[config.mk]
export PLATFORM = sky130hd
export DESIGN_NAME = message_schedule
export DESIGN_NICKNAME = d
export VERILOG_FILES = /design/src/rtl/message_schedule.sv
export SDC_FILE = /design/constraint.sdc
export NUM_CORES = 1
export LEC_CHECK = 0
export ABC_AREA = 1
export BUFFER_PORTS_ARGS = -buffer_cell sky130_fd_sc_hd__buf_2
export CAP_MARGIN = 20
export CORE_MARGIN = 10
export CORE_UTILIZATION = 40
export DETAILED_ROUTE_END_ITERATION = 10
export GPL_TIMING_DRIVEN = 0
export PLACE_DENSITY = 0.62
export SYNTH_ARGS = -nofsm -noshare
export SYNTH_HDL_FRONTEND = slang
export SYNTH_SLANG_ARGS = --single-unit
[constraint.sdc]
create_clock -name clk -period 9.8 [get_ports clk]
set_clock_uncertainty 0.05 [all_clocks]
set_input_delay 0 -clock clk [delete_from_list [all_inputs] [get_ports clk]]
set_output_delay 0 -clock clk [all_outputs]
set_load 0.03 [all_outputs]
[src/rtl/message_schedule.sv]
// SHA-256 message schedule: takes one 512-bit chunk, streams W[0..ROUNDS-1] from a 16-word window.
// Latency: W[0] appears one cycle after the chunk accept edge, then one word per handshake.
// Backpressure: a stalled word (w_valid && !w_ready) holds every register, so the outputs stay stable.
module message_schedule #(
    parameter int ROUNDS = 64
) (
    input  logic         clk,
    input  logic         reset,
    input  logic [511:0] chunk,
    input  logic         chunk_valid,
    output logic         chunk_ready,
    output logic [31:0]  w_out,
    output logic [5:0]   w_index,
    output logic         w_last,
    output logic         w_valid,
    input  logic         w_ready
);

    localparam logic [5:0] LAST_T = 6'(ROUNDS - 1);

    typedef enum logic {
        IDLE,
        STREAM
    } state_t;

    state_t      state;
    state_t      state_nxt;
    logic [31:0] win [16];
    logic [5:0]  t;
    logic        accept;
    logic        advance;
    logic [31:0] win_new;

    function automatic logic [31:0] sigma0(input logic [31:0] x);
        return {x[6:0], x[31:7]} ^ {x[17:0], x[31:18]} ^ {3'b000, x[31:3]};
    endfunction

    function automatic logic [31:0] sigma1(input logic [31:0] x);
        return {x[16:0], x[31:17]} ^ {x[18:0], x[31:19]} ^ {10'd0, x[31:10]};
    endfunction

    // win[i] holds W[t+i], so the next word entering the window is W[t+16].
    assign win_new = sigma1(win[14]) + win[9] + sigma0(win[1]) + win[0];

    assign w_out   = win[0];
    assign w_index = t;

    always_comb begin
        state_nxt   = state;
        chunk_ready = (state == IDLE);
        w_valid     = (state == STREAM);
        w_last      = (state == STREAM) && (t == LAST_T);
        accept      = chunk_valid && (state == IDLE);
        advance     = (state == STREAM) && w_ready;
        case (state)
            IDLE: begin
                if (accept) begin
                    state_nxt = STREAM;
                end
            end
            STREAM: begin
                if (advance && w_last) begin
                    state_nxt = IDLE;
                end
            end
            default: state_nxt = IDLE;
        endcase
    end

    always_ff @(posedge clk) begin
        if (reset) begin
            state <= IDLE;
            t     <= 6'd0;
            for (int i = 0; i < 16; i++) begin
                win[i] <= 32'd0;
            end
        end else begin
            state <= state_nxt;
            if (accept) begin
                t <= 6'd0;
                for (int i = 0; i < 16; i++) begin
                    win[i] <= chunk[511 - 32*i -: 32];
                end
            end else if (advance) begin
                for (int i = 0; i < 15; i++) begin
                    win[i] <= win[i+1];
                end
                win[15] <= win_new;
                // Hold t on the final word so a 64-round build never wraps the 6-bit index.
                if (!w_last) begin
                    t <= t + 6'd1;
                end
            end
        end
    end

endmodule

==> metrics.md <==
| Metric | Value |
|---|---|
| Worst min-delay path class | `in -> reg` |
| Critical Path AT | `just under 5 ns` |
| HPWL after DPL | `roughly 90,000 um` |
| Yosys reg bits | `slightly above 500` |
| Vias per cell | `5.12` |
| Mean Syn Cell Area | `9.95 um^2` |
| Critical path buffers and inverters | `5` |
| Clk network pwr share | `0.262` |
| Layout cells sized above 1 | `0.199` |
| Longest Clk Path Bufs | `3` |
| Top Ports | `around 560` |
| Placer Congestion | `1.03` |
| Layout Cells excl Fill | `a little under 5,000` |
| Slew @ Worst Pin | `between 0.8 and 0.9 ns` |
| CP top delay family | `adder cells` |
| CP Capture Type | `register` |
| Detail Route Antenna Nets | `0` |
| Die H | `283 um` |
| Fin. max-slew vios | `0` |
| Leakage | `17.8 nW` |
| Crit path launch type | `register` |
| CP required | `about 10 ns` |
| Synth Flop Type | `edfxtp_1` |
| H-tree depth | `2` |
| Max Cap Viol | `0` |
| NetSw | `between 3 and 4 mW` |
| DIE AREA | `between 80,000 and 90,000 um^2` |
| EDFF count, synth | `about 510` |
| Distinct cell type count after synthesis | `37` |
| Max Fclk | `0.219 GHz` |
| Post-synth top area share | `0.555` |
| Final Hold Fails | `0` |
| FILL cells | `roughly 5,800` |
| RSZ-0062 raised after global routing | `no` |
| Largest cells by area after synthesis | `edfxtp_1 (56%), nand2_1 (12%), inv_1 (5.5%)` |
| Inst Count DP | `4,276` |
| Post-CTS setup repair buffer count | `0` |
| Seq/Total Area, Yosys | `0.560` |
| Clk_lat worst skew | `around 0.64 ns` |
| Internal power | `roughly 5.1 mW` |
| Final non-filler cell area | `a little under 40,000 um^2` |
| Setup CP Type | `reg -> reg` |
| Setup TNS | `0 ns` |
| Dpl cell area | `31,800 um^2` |
| Synth Cell Area | `around 28,000 um^2` |
| Synthesis-to-finish area growth | `40.4%` |
| Pin count of the biggest net entering global routing | `74` |
| Slew margin rel. | `0.401` |
| Area leader, netlist | `edfxtp_1` |
| Combinational group share of total power | `0.392` |
| Via count | `between 20,000 and 30,000` |
| FFs w/ async S/R, synth | `0` |
| FF-to-FF Start | `win[1][8]` |
| Finish-stage setup viols | `0` |
| Die Wd | `283 um` |
| Routed length per instance | `24.3 um` |
| Clock sinks | `slightly above 500` |
| Maximum VDD drop | `0.146 mV` |
| Hold Startpoint | `chunk[226]` |
| CTS Buf Count | `between 50 and 60` |
| Nets | `roughly 4,500` |
| Overflow after GRT | `0` |
| Slowest CP cell | `edfxtp_1` |
| Antenna violations before repair | `15` |
| Worst path cell trace | `xnor2_1 > xor2_1 > inv_1 > fa_1 > inv_1 > fa_1 > inv_1 > ha_1 > inv_1 > fa_1 > inv_1 > nand3_1 > nand3_1 > nand2_1 > nand3_1 > nand2_1 > nand2_1 > nand2_1 > nand3_1 > nand2_1` |
| Syn Nets | `3,392` |
| Max FO, Critical Path | `5` |
| DRT iter0 DRCs | `approximately 2,900` |
| PD cells | `~210 nW/um^2` |
| Reg2reg setup slack | `5.24 ns` |
| Rows | `96` |
| First-pass GRT wire length | `168,000 um` |
| Switching share of power | `0.387` |
| Initial core utilization | `0.404` |
| Cells after Synth | `2,782` |
| Number of global-route vias before repair | `25,100` |
| Post-cts sizing count | `0` |
| Worst-path clk slew | `0.07 ns` |
| Crit path launch | `win[1][8]` |
| Final Cycle Share | `0.465` |
| CTS tree | `yes` |
| Seq pwr share | `0.346` |
| Root Buffer | `clkbuf_16` |
| Core area | `a little under 70,000 um^2` |
| Clock period minus worst slack | `about 4.6 ns` |
| Buffers on Ports | `556` |
| CP max stage delay | `0.59 ns` |
| Status | `completed` |
| YS warnings | `0` |
| DR pass1 iterations | `5` |
| Global Route Usage Sum | `0.284` |
| Final wirelength | `about 120,000 um` |
| DRC | `0` |
[power groups by stage]
stage / combinational, mW / clock (mW) / sequential (mW)
finish: 3.24 / 2.17 / 2.86
detailed placement: 2.97 / 0 / 2.90
CTS: 3.16 / 2.18 / 2.85
global placement: 2.95 / 0 / 2.94
floorplan: 1.89 / 0 / 2.88
global route: 3.53 / 2.26 / 2.87
[path summary, 6_finish.rpt]
kind	end	cells after the start
hold / removal	win[8][2]	3
setup reg to reg	win[15][29]	20
hold reg to reg	w_index[5]	2
setup / recovery	win[15][29]	20
[flip-flops by register name, summed over array words and instances, names as in the netlist]
signal	cells
w_valid	1
win	512
w_index	6
[cells in the final DEF, fill, tap and decap left out, drive strengths merged, types with 20 or more instances in the layout]
| master | synthesis | routed |
|---|---|---|
| a21oi | 254 | 254 |
| nor2 | 44 | 44 |
| edfxtp | 512 | 512 |
| nand2 | 851 | 851 |
| inv | 408 | 411 |
| clkbuf | 17 | 84 |
| xor2 | 67 | 67 |
| dlygate4sd3 | 0 | 515 |
| o21ai | 134 | 134 |
| clkinv | 0 | 20 |
| nand3 | 41 | 41 |
| xnor2 | 59 | 59 |
| buf | 121 | 684 |
| ha | 32 | 32 |
| fa | 62 | 62 |
| a22o | 141 | 141 |
[cell families after synthesis]
group	Yosys count	share of synthesized area
compound gates	537	0.118
buf+inv	546	0.0873
simple gates	960	0.135
fa+ha+maj	94	0.0593
xor+xnor	126	0.0399
flops	519	0.560
[cell type report]
cell class / count / area (um^2) / share of cell area
sequential: 519 / 15500 / 0.399
multi-input combinational: 1717 / 9780 / 0.252
timing repair buffer: 1078 / 8120 / 0.209
inverter: 408 / 1530 / 0.0394
clock buffer: 67 / 1420 / 0.0366
tap: 931 / 1160 / 0.0300
buffer: 138 / 885 / 0.0228
clock inverter: 34 / 415 / 0.0107
antenna: 15 / 37.5 / 0.000966
[worst min-delay path, cell delays in order]
cell and delay [ns]:
buf_2 0.15, inv_1 0.06, o21ai_0 0.27
[cell usage after synthesis (8+ instances only)]
master,count
o21ai_0,123
edfxtp_1,512
ha_1,32
nor2_1,39
a21oi_1,246
fa_1,62
buf_4,23
nand3_1,39
xnor2_1,59
o21ai_1,11
xor2_1,67
clkbuf_1,16
inv_1,406
buf_6,25
a22o_1,141
a21oi_2,8
buf_2,73
nand2_1,849
[metrics by stage]
stage               worst slack, ns  power (mW)  hold WS [ns]  utilization
floorplan                      2.92        4.77         0.128            -
detailed placement             5.40        5.87         0.230        0.464
CTS                            5.35        8.19        0.0192        0.566
finish                         5.24        8.26        0.0873        0.567
global route                   5.01        8.66        0.0724        0.566
global placement              0.371        5.88         0.226        0.461
[timing repair]
action,4_1_cts,5_1_grt
endpoints found under the setup margin,0,0
hold buffers,514,1
hold endpoints to repair,517,1
[metal layers]
metal / part of all wire / track usage / routed length [um] / vias to the layer above
met2: 0.47 / 0.468 / 55700 / 1390
met3: 0.091 / 0.0619 / 10900 / 252
met5: 0.00045 / 0 / 54 / -
met4: 0.047 / 0.120 / 5550 / 8
li1: - / - / - / 11500
met1: 0.39 / 0.357 / 46900 / 12000
No activity file was read; power rests on OpenSTA's default activity.
